<file path="src/rtl/decode_ctrl_pkg.sv">
// decode_ctrl_pkg: opcode classes, funct masks, aluop bit indices, MDU state and control bundle
package decode_ctrl_pkg;
  localparam logic [2:0] OPC_LOAD   = 3'b100;
  localparam logic [2:0] OPC_STORE  = 3'b101;
  localparam logic [2:0] OPC_ITYPE  = 3'b001;
  localparam logic [4:0] OPC_BRANCH = 5'b00010;
  localparam logic [5:0] OPC_J      = 6'b000010;
  localparam logic [5:0] OPC_JAL    = 6'b000011;
  localparam logic [5:0] OPC_RTYPE  = 6'b000000;
  localparam logic [5:0] FN_MDU_MASK    = 6'b111100;
  localparam logic [5:0] FN_MDU         = 6'b011000;
  localparam logic [5:0] FN_MFHILO_MASK = 6'b111101;
  localparam logic [5:0] FN_MFHILO      = 6'b010000;
  localparam int AOP_BI    = 0;
  localparam int AOP_RI    = 1;
  localparam int AOP_OP_LO = 2;
  localparam int AOP_OP_HI = 4;
  localparam int AOP_IT    = 5;
  typedef enum logic {MDU_IDLE, MDU_BUSY} mdu_state_e;
  typedef struct packed {
    logic       jump;
    logic       link;
    logic       branch;
    logic       memread;
    logic       memwrite;
    logic       memtoreg;
    logic       regdst;
    logic       regwrite;
    logic       alusrc;
    logic       out_valid;
    logic       illegal;
    logic [5:0] aluop;
  } ctrl_t;
endpackage

</file>
<file path="src/rtl/decode_ctrl_mdu_tracker.sv">
// mdu_tracker: IDLE/BUSY FSM with latency counter for an in-flight mult/div
// ports: clk, rst (async, active-high), start (accepted mdu op), busy (FSM in BUSY)
module mdu_tracker
  import decode_ctrl_pkg::*;
#(
  parameter int MDU_LAT = 4
) (
  input  logic clk,
  input  logic rst,
  input  logic start,
  output logic busy
);
  localparam logic [7:0] CNT_INIT = 8'(MDU_LAT - 1);
  mdu_state_e state_q, state_d;
  logic [7:0] cnt_q, cnt_d;
  logic idle, done;
  assign idle = state_q == MDU_IDLE;
  assign done = cnt_q == 8'd0;
  always_comb begin
    state_d = idle ? (start ? MDU_BUSY : MDU_IDLE) : (done ? MDU_IDLE : MDU_BUSY);
    cnt_d   = idle ? (start ? CNT_INIT : cnt_q) : (done ? 8'd0 : cnt_q - 8'd1);
  end
  always_ff @(posedge clk or posedge rst)
    if (rst) begin
      state_q <= MDU_IDLE;
      cnt_q   <= 8'd0;
    end else begin
      state_q <= state_d;
      cnt_q   <= cnt_d;
    end
  assign busy = state_q == MDU_BUSY;
endmodule

</file>
<file path="src/rtl/decode_ctrl.sv">
// decode_ctrl: registered instruction decode with load-use and MDU interlocks
// ports: clk, rst (async, active-high); in_valid/opcode/funct/rs/rt instruction in;
//        ex_memread/ex_rt load in EX; stall_in hold, flush kill;
//        registered controls + aluop, out_valid, illegal, mdu_busy; stall_req combinational
module decode_ctrl
  import decode_ctrl_pkg::*;
#(
  parameter int OPW     = 6,
  parameter int REGW    = 5,
  parameter int ALUOPW  = 6,
  parameter int MDU_LAT = 4
) (
  input  logic              clk,
  input  logic              rst,
  input  logic              in_valid,
  input  logic [OPW-1:0]    opcode,
  input  logic [5:0]        funct,
  input  logic [REGW-1:0]   rs,
  input  logic [REGW-1:0]   rt,
  input  logic              ex_memread,
  input  logic [REGW-1:0]   ex_rt,
  input  logic              stall_in,
  input  logic              flush,
  output logic              jump,
  output logic              link,
  output logic              branch,
  output logic              memread,
  output logic              memwrite,
  output logic              memtoreg,
  output logic              regdst,
  output logic              regwrite,
  output logic              alusrc,
  output logic              out_valid,
  output logic              illegal,
  output logic [ALUOPW-1:0] aluop,
  output logic              stall_req,
  output logic              mdu_busy
);
  logic [5:0] op;
  logic is_load, is_store, is_itype, is_branch, is_j, is_jal, is_rtype, is_mdu, is_mfhilo, known;
  logic hazard, mdu_stall, accept;
  ctrl_t dec, ctrl_d, ctrl_q;
  assign op        = opcode[OPW-1 -: 6];
  assign is_load   = op[5:3] == OPC_LOAD;
  assign is_store  = op[5:3] == OPC_STORE;
  assign is_itype  = op[5:3] == OPC_ITYPE;
  assign is_branch = op[5:1] == OPC_BRANCH;
  assign is_j      = op == OPC_J;
  assign is_jal    = op == OPC_JAL;
  assign is_rtype  = op == OPC_RTYPE;
  assign is_mdu    = is_rtype && (funct & FN_MDU_MASK) == FN_MDU;
  assign is_mfhilo = is_rtype && (funct & FN_MFHILO_MASK) == FN_MFHILO;
  assign known     = is_load | is_store | is_itype | is_branch | is_j | is_jal | is_rtype;
  // rt is only a source operand for rtype/store/branch; loads and itypes write rt
  assign hazard    = in_valid && ex_memread && ex_rt != '0 &&
                     (ex_rt == rs || (ex_rt == rt && (is_rtype | is_store | is_branch)));
  assign mdu_stall = in_valid && mdu_busy && (is_mdu | is_mfhilo);
  assign stall_req = !flush && !stall_in && (hazard | mdu_stall);
  assign accept    = in_valid && !flush && !stall_in && !hazard && !mdu_stall;
  always_comb begin
    dec           = '0;
    dec.jump      = is_j | is_jal;
    dec.link      = is_jal;
    dec.branch    = is_branch;
    dec.memread   = is_load;
    dec.memwrite  = is_store;
    dec.memtoreg  = is_load;
    dec.regdst    = is_rtype;
    dec.regwrite  = is_load | is_rtype | is_itype | is_jal;
    dec.alusrc    = is_load | is_store | is_itype;
    dec.out_valid = 1'b1;
    dec.illegal   = !known;
    dec.aluop[AOP_BI]               = known & (is_branch | is_itype);
    dec.aluop[AOP_RI]               = is_rtype | is_itype;
    dec.aluop[AOP_OP_HI:AOP_OP_LO]  = known ? op[2:0] : 3'b000;
    dec.aluop[AOP_IT]               = is_itype;
    ctrl_d = flush ? ctrl_t'(0) : stall_in ? ctrl_q : accept ? dec : ctrl_t'(0);
  end
  always_ff @(posedge clk or posedge rst)
    if (rst) ctrl_q <= '0;
    else     ctrl_q <= ctrl_d;
  mdu_tracker #(.MDU_LAT(MDU_LAT)) u_mdu (
    .clk  (clk),
    .rst  (rst),
    .start(accept & is_mdu),
    .busy (mdu_busy)
  );
  assign jump      = ctrl_q.jump;
  assign link      = ctrl_q.link;
  assign branch    = ctrl_q.branch;
  assign memread   = ctrl_q.memread;
  assign memwrite  = ctrl_q.memwrite;
  assign memtoreg  = ctrl_q.memtoreg;
  assign regdst    = ctrl_q.regdst;
  assign regwrite  = ctrl_q.regwrite;
  assign alusrc    = ctrl_q.alusrc;
  assign out_valid = ctrl_q.out_valid;
  assign illegal   = ctrl_q.illegal;
  assign aluop     = ALUOPW'(ctrl_q.aluop);
endmodule
</file>
<file path="config.mk">
export PLATFORM = sky130hd
export DESIGN_NAME = decode_ctrl
export DESIGN_NICKNAME = d
export VERILOG_FILES = /design/src/rtl/decode_ctrl_pkg.sv /design/src/rtl/decode_ctrl_mdu_tracker.sv /design/src/rtl/decode_ctrl.sv
export SDC_FILE = /design/constraint.sdc
export NUM_CORES = 1
export LEC_CHECK = 0
export CORE_MARGIN = 1
export CORE_UTILIZATION = 45
export CTS_CLUSTER_DIAMETER = 200
export CTS_CLUSTER_SIZE = 20
export DETAILED_ROUTE_END_ITERATION = 8
export GPL_TIMING_DRIVEN = 1
export PLACE_DENSITY = 0.8
export SETUP_SLACK_MARGIN = 0.05
export SLEW_MARGIN = 25
export SYNTH_ARGS = -nofsm -noshare
export SYNTH_HDL_FRONTEND = slang
export SYNTH_SLANG_ARGS = --single-unit
</file>
<file path="constraint.sdc">
create_clock -name clk -period 2 [get_ports clk]
set_input_delay 0.4 -clock clk [delete_from_list [all_inputs] [get_ports clk]]
set_output_delay 0.4 -clock clk [all_outputs]
set_load 0.01 [all_outputs]
</file>
== Word-level counts from Yosys, hierarchy flattened ==
Cells that the tools add are included.
Operators by class
  muxes and demuxes: 10
  eq/ne operators: 11
  reductions and logical operators: 24
  $add $sub $neg: 1
  bitwise logic cells: 18
Operators by type and width (count)
  two-way mux 17 bit: 3
  two-way mux 8 bit: 3
  OR 1 bit: 16
  logical AND 1 bit: 14
  equality test 6 x 2 -> 1 bit, second input constant: 2
  equality test 5 bit: 2
  zero test 8 bit: 1
  subtractor 8 x 1 -> 8 bit, second input constant: 1
  equality test 3 bit, second input constant: 2
  zero test 6 bit: 1
  equality test 5 x 2 -> 1 bit, second input constant: 1
  equality test 5 x 4 -> 1 bit, second input constant: 1
  zero test 1 bit: 5
  nonzero test 5 bit: 1
  equality test 4 x 3 -> 1 bit, second input constant: 1
  equality test 3 x 1 -> 1 bit, second input constant: 1
  two-way mux 1 bit: 3
  two-way mux 3 bit: 1
  AND 1 bit: 2
  != test 2 x 1 -> 1 bit, second input constant: 1
  nonzero test 2 bit: 1
  logical OR 1 bit: 1
Word-level totals
  input bits: 33
  bits in registers: 26
  output and inout bits: 19

== Longest topological paths before layout ==
Gate-level depths: netlist of the first run.
  depth after elaboration: 12
  mapped depth: 7
  depth with buffers taken out: 7

== By module ==
Synthesis of the first run repeated with hierarchy kept, for this count alone.
Unflattened totals
  cells, all modules: 163
  area total of the unflattened synthesis: 1492.7 µm²
Modules (own cells, without submodules)
  decode_ctrl: area each 994.7 µm², times used 1, cells an instance 108
  mdu_tracker: area each 498.0 µm², times used 1, cells an instance 55

== Worst setup path before layout of the first run ==
OpenSTA, ideal clock, no wires.
  kind: input port to output port
  from: input port ex_rt[0]
  to: output port stall_req
  arrival: 1.463 ns
  slack: 0.137 ns
  cell stages on the path: 5
  cells stage by stage: or3_1 o311a_1 nand4_2 o211ai_1 and2_1
On the way
  longest elaborated chain between the ends: 6
  elaborated cells between the ends (all ways): 9
  those cells by class: eq/ne: 2; bitwise: 1; reduce/logical: 6
RTL lines
  start: declaration: line decode_ctrl.sv:21  | input logic [REGW-1:0] ex_rt,
  equality test 5 bit: line decode_ctrl.sv:56  | (ex_rt == rs || (ex_rt == rt && (is_rtype | is_store | is_branch)));
  logical AND 1 bit: line decode_ctrl.sv:56
  logical OR 1 bit: line decode_ctrl.sv:56
  logical AND 1 bit *: line decode_ctrl.sv:55  | assign hazard = in_valid && ex_memread && ex_rt != '0 &&
  OR 1 bit *: line decode_ctrl.sv:58  | assign stall_req = !flush && !stall_in && (hazard | mdu_stall);
  logical AND 1 bit *: line decode_ctrl.sv:58
  end: declaration: line decode_ctrl.sv:36  | output logic stall_req,
Mark *: on every way between the ends. The rest lies on a longest branch, timed or not.

== Worst setup path in the final report of the first run ==
Ends and elaborated chain as after synthesis.

==> results.json, run 1 <==
{
  "worstPathArrival_ns": 1.69,
  "clk_path_buf_depth": 2,
  "start_kind": "input port",
  "synth_compound_area_frac": 0.158,
  "ir_worst_vdd_mv": 0.274,
  "overflow": 0,
  "relSlewSlack": 0.747,
  "tns_ns": -0.0941,
  "fin_hold_ws_ns": 0.411,
  "p_per_area_nw_per_um2": 418,
  "routed-via-count": 1441,
  "max_freq_ghz": 0.478,
  "p_sw_mw": 0.277,
  "worst-path-max-fanout": 2,
  "dieArea_um2": 3550,
  "crit_chain": "buf_6 > or3_4 > o311a_4 > nand4_4 > o211ai_1 > and2_1 > buf_2",
  "top_usage_layer": "met2",
  "area_growth_pct": 60.4,
  "ys_warn_count": 0,
  "timing.final.crit_share": 1.05,
  "critPathKind": "in -> out",
  "grt_pass1_vias": 1396,
  "cpPeakStageDelay_ns": 0.38,
  "synth_area_um2": 1490,
  "cp.depth": 7,
  "violations": "negative setup slack",
  "numCtsBuffers": 3,
  "p_leak_nw": 1.08,
  "layout-drive-gt1-share": 0.312,
  "share_comb_of_total_power": 0.246,
  "grt_util_all_layers": 0.220,
  "setup_viol": 1,
  "intPower_mw": 0.721,
  "cp-end-kind": "primary output",
  "num_rows": 20,
  "drcViolationCount": 0,
  "synth_mux_area_frac": 0.0143,
  "ys_seq_elements": 25,
  "cts_sinks": 25,
  "finalHoldViolations": 0,
  "worstRegToRegCells": 6,
  "yosysSeqAreaShare": 0.420,
  "postSynthCellCount": 162,
  "hold_class": "in -> async",
  "fillCellCount": 234,
  "synth.avg_cell_area_um2": 9.20,
  "die_w_um": 59.5,
  "period_needed_ns": 2.09,
  "slowest_stage": "or3_4",
  "n_antenna_cell": 0,
  "max_cap_viol_count": 0,
  "yosys.area_share.simple": 0.280,
  "synth_nets": 197,
  "gp_congestion": 0.894,
  "seq_power_share": 0.526,
  "skew_ns": 0.00264,
  "final_cell_mix": "28 x clkdlybuf4s50_1, 26 x nand2_1, 26 x buf_4",
  "crit_family": "simple AND/OR/NAND/NOR gates",
  "cts_hold_buf": 0,
  "vias_per_cell": 5.13,
  "die_y_um": 59.5,
  "cts_htree_levels": 1,
  "grt_max_degree": 26,
  "antenna_found_initial": 0,
  "avgRoutedWirePerCell_um": 13.9,
  "p_clk_frac": 0.229,
  "insertion_delay_ns": 0.32,
  "grt_pass1_wl_um": 5840,
  "use_met1": 0.247,
  "status": "complete, but fails checks",
  "cts_tree": "built",
  "synth-edff-count": 0,
  "async_flop_share": 1.00,
  "setup_ws_ns": -0.0941,
  "coreArea_um2": 3100,
  "ys.flop_type": "dfrtp_1",
  "nNetsFinal": 273,
  "rsz0062_at_grt": "yes",
  "start_util": 0.480,
  "sw_frac_of_total": 0.278,
  "grtUsageMet3": 0.0240,
  "seqCellArea_um2": 626,
  "multi_input_area_um2": 936,
  "report.final.slew_viol_count": 0,
  "synth_xor_area_frac": 0.0647,
  "crit_buf_inv": 2,
  "finalWirelength_um": 3900,
  "critPathRequiredTime_ns": 1.60,
  "clk_pin_slew_ns": 0.13,
  "ant_nets": 0,
  "final_common_cell": "clkdlybuf4s50_1",
  "gr-usage-met2": 0.425,
  "dp_hpwl_um": 2870,
  "ys_types": 42,
  "synth_top_family_by_area": "simple AND/OR/NAND/NOR gates",
  "port_buffers": 50,
  "yosys.area_share.adder": 0.0168,
  "clock-root-buffer": "clkbuf_4",
  "tightest_slew_ns": 0.376,
  "initialDrtViolationCount": 70,
  "dp_slack_ns": -0.770,
  "dr.pass1.iters": 4,
  "io_pins": 52
}
-- state kept, by name, summed over array words and instances (netlist names) --
| register | flops |
|---|---|
| aluop | 6 |
| illegal | 1 |
| out_valid | 1 |
| regdst | 1 |
| memwrite | 1 |
| u_mdu.cnt_q | 8 |
| regwrite | 1 |
| u_mdu.busy | 1 |
| link | 1 |
| branch | 1 |
| jump | 1 |
| memread | 1 |
| alusrc | 1 |
-- power groups by stage --
stage | sequential [mW] | combinational [mW] | clock, mW
after global placement | 0.533 | 0.215 | 0
final | 0.525 | 0.245 | 0.228
after global routing | 0.527 | 0.268 | 0.251
after floorplan | 0.538 | 0.0816 | 0
after CTS | 0.524 | 0.231 | 0.232
after detailed placement | 0.534 | 0.221 | 0
-- path summary, 6_finish.rpt --
| check | startpoint | endpoint | slack, ns |
|---|---|---|---|
| worst max-delay path | ex_rt[0] | stall_req | -0.09 |
| worst min-delay path | rst | u_mdu.cnt_q[6] | 0.41 |
| worst max register to register | u_mdu.cnt_q[1] | u_mdu.busy | 0.08 |
| worst min register to register | regwrite | regwrite | 0.50 |
| max in group asynchronous | rst | memread | 1.36 |
| min in group clk | opcode[3] | memread | 0.44 |
-- synthesized netlist by cell type (2+ instances only) --
cell type | n | area share
a21oi_1 | 6 | 0.020
nand2b_1 | 3 | 0.013
xnor2_1 | 2 | 0.012
inv_1 | 5 | 0.013
nand4b_1 | 2 | 0.012
dfrtp_1 | 25 | 0.42
nor2b_1 | 4 | 0.017
nand4_2 | 2 | 0.017
o21ai_2 | 8 | 0.047
buf_6 | 2 | 0.015
xor2_1 | 9 | 0.053
o31ai_1 | 2 | 0.010
clkbuf_1 | 4 | 0.010
o21ai_0 | 7 | 0.024
o21ai_1 | 3 | 0.010
nor3_1 | 7 | 0.024
and2_1 | 2 | 0.0084
nor2_1 | 14 | 0.035
nand3b_1 | 4 | 0.020
nand2_1 | 26 | 0.065
nor4_2 | 2 | 0.017
ha_1 | 2 | 0.017
nand3_1 | 2 | 0.0067
-- stage by stage --
stage	total power, mW	instance area (µm²)	cells	utilization
after detailed placement	0.755	2200	273	0.708
final	0.998	2390	281	0.770
after global routing	1.05	2390	281	0.770
after CTS	0.988	2290	279	0.739
after global placement	0.748	2200	273	0.708
after floorplan	0.619	1490	162	-
-- routing by layer --
layer,wire (µm),share of wire
met1,1500,0.39
met3,162,0.042
met2,2180,0.56
met4,59,0.015
met5,0,0
-- cell type report --
cell class / count / area share
Tap cell: 44 / 0.0230
Timing Repair Buffer: 79 / 0.304
Clock inverter: 1 / 0.00209
Clock buffer: 3 / 0.00942
Sequential cell: 25 / 0.262
Inverter: 5 / 0.00785
Multi-Input combinational cell: 124 / 0.392
-- timing repair --
action / in CTS / in global routing
setup endpoints to repair: 24 / 6
setup buffers: 2 / 2
pin swaps: 13 / 19
resized for setup: 38 / 35
-- kinds of logic (layout without fill, tap and decap cells) --
logic type      Yosys count  count (layout)
buf+inv                  13              88
fa+ha+maj                 2               2
xor+xnor                 11              11
mux                       2               2
flops                    25              25
simple gates             76              76
compound gates           33              33
-- worst reg2reg max path: cells and delay by family, from the launching register on --
kind,cells,cell delay (ns)
buffers and inverters,1,0.09
flip-flops,1,0.44
AND/OR/NAND/NOR,4,1.17
adder cells (fa/ha/maj),1,0.12
(Power assumes the default switching activity.)
==> inputs of run 2 (changes only) <==
--- a/config.mk
+++ b/config.mk
@@ -6,12 +6,13 @@
 export NUM_CORES = 1
 export LEC_CHECK = 0
 export CORE_MARGIN = 1
-export CORE_UTILIZATION = 45
+export CORE_UTILIZATION = 59
 export CTS_CLUSTER_DIAMETER = 200
 export CTS_CLUSTER_SIZE = 20
 export DETAILED_ROUTE_END_ITERATION = 8
+export DONT_BUFFER_PORTS = 1
 export GPL_TIMING_DRIVEN = 1
-export PLACE_DENSITY = 0.8
+export PLACE_DENSITY = 0.75
 export SETUP_SLACK_MARGIN = 0.05
 export SLEW_MARGIN = 25
 export SYNTH_ARGS = -nofsm -noshare
==> results.json, run 2 (synthesized netlist as in run 1, its figures left out) <==
{
  "status": "complete, but fails checks",
  "violations": "negative hold slack",
  "worst-path-max-fanout": 4,
  "routed-via-count": 1160,
  "skew_ns": 0.00585,
  "critPathKind": "reg -> reg",
  "largest_reg_flops": 8,
  "io_pins": 52,
  "start_kind": "flop",
  "rsz0062_at_grt": "yes",
  "antenna_found_initial": 0,
  "grt_util_all_layers": 0.247,
  "num_rows": 17,
  "numCtsBuffers": 3,
  "multi_input_area_um2": 832,
  "area_growth_pct": 5.79,
  "dp_hpwl_um": 2270,
  "n_antenna_cell": 0,
  "r2r_setup_slack_ns": 0.05,
  "vias_per_cell": 6.07,
  "nNetsFinal": 199,
  "max_freq_ghz": 0.513,
  "grt_max_degree": 26,
  "cts_sinks": 25,
  "grt_pass1_wl_um": 4980,
  "cts_htree_levels": 1,
  "layout-drive-gt1-share": 0.196,
  "avgRoutedWirePerCell_um": 15.9,
  "cts_hold_buf": 0,
  "report.final.slew_viol_count": 0,
  "dpl_cell_area_um2": 1500,
  "p_per_area_nw_per_um2": 549,
  "dp_cells": 185,
  "ir_worst_vdd_mv": 0.365,
  "start_util": 0.649,
  "dieArea_um2": 2730,
  "final_cell_mix": "26 x nand2_1, 25 x dfrtp_1, 14 x nor2_1",
  "fillCellCount": 198,
  "port_buffers": 0,
  "die_y_um": 52.3,
  "finalHoldViolations": 21,
  "cts_tree": "built",
  "cp-end-kind": "flop",
  "final_common_cell": "nand2_1",
  "ant_nets": 0,
  "relSlewSlack": 0.580,
  "timing.final.crit_share": 0.974,
  "clock-root-buffer": "clkbuf_4",
  "final_cells": 191,
  "clk_path_buf_depth": 2,
  "critPathRequiredTime_ns": 2.21,
  "stdcell_area_um2": 1580,
  "setup_viol": 0,
  "worstPathArrival_ns": 2.16,
  "tightest_slew_ns": 0.627,
  "period_needed_ns": 1.95,
  "initialDrtViolationCount": 13,
  "seqCellArea_um2": 626,
  "overflow": 0,
  "max_cap_viol_count": 0,
  "drcViolationCount": 0,
  "die_w_um": 52.3,
  "finalWirelength_um": 3040,
  "clk_pin_slew_ns": 0.14,
  "grt_pass1_vias": 1179,
  "hold_class": "in -> async",
  "insertion_delay_ns": 0.32,
  "gp_congestion": 0.835,
  "coreArea_um2": 2300,
  "dr.pass1.iters": 4,
  "largest-register": "u_mdu.cnt_q",
  "fin_hold_ws_ns": -0.00657,
  "p_leak_nw": 0.665
}
==> run 2: cell count changes in the layout (fill, tap and decap cells not counted), sizes merged <==
cell,delta
clkbuf,-4
buf,-28
dlymetal6s2s,-8
dlygate4sd2,-6
clkdlybuf4s50,-28
==> run 2: final timing paths <==
check,from,endpoint,cells after the start
setup / recovery,u_mdu.cnt_q[1],u_mdu.cnt_q[2],8
hold / removal,rst,aluop[3],2
setup reg to reg,u_mdu.cnt_q[1],u_mdu.cnt_q[2],8
hold reg to reg,out_valid,out_valid,2
max in group asynchronous,rst,u_mdu.busy,2
min in group clk,opcode[4],memread,1
==> run 2: report_power, final <==
part	leakage (nW)	internal, mW	switching [mW]
Combinational	0.341	0.0440	0.0618
Sequential	0.306	0.517	0.0122
Clock	0.0177	0.0749	0.155
Total	0.665	0.636	0.229
==> run 2: layer usage <==
metal	GRT usage	up-vias	wire length (µm)
met1	0.312	542	1310
met3	0.0377	5	220
met4	0.0921	0	37
met5	0	-	0
met2	0.425	49	1470
li1	-	564	-
==> run 2: timing repair <==
item,in CTS,in global routing
hold endpoints to repair,0,0
setup endpoints to repair,3,7
pin swaps,0,2
buffers inserted,0,2
resized for setup,1,8
==> run 2: layout make-up <==
| class | instances | share of cell area |
|---|---|---|
| Multi-Input combinational cell | 124 | 0.528 |
| Timing Repair Buffer | 5 | 0.0238 |
| Sequential cell | 25 | 0.397 |
| Tap cell | 28 | 0.0222 |
| Clock inverter | 1 | 0.00317 |
| Inverter | 5 | 0.0119 |
| Clock buffer | 3 | 0.0143 |
==> run 2: worst max-delay path, stage by stage (launching register included) <==
cell and delay, ns:
dfrtp_1 0.44, inv_2 0.10, ha_4 0.12, or4b_4 0.48, nor4_4 0.32, buf_4 0.17
nor3_1 0.04, a21oi_1 0.13, nor2_1 0.05
==> run 2: metrics by stage <==
step	setup TNS [ns]	worst slack (ns)	util	total power, mW
final	0	0.0520	0.686	0.865
after global routing	-0.0325	-0.0325	0.686	0.906
after CTS	0	0.0739	0.668	0.861
after detailed placement	0	0.0500	0.652	0.635
after global placement	0	0.0655	0.652	0.631
after floorplan	0	0.137	-	0.619
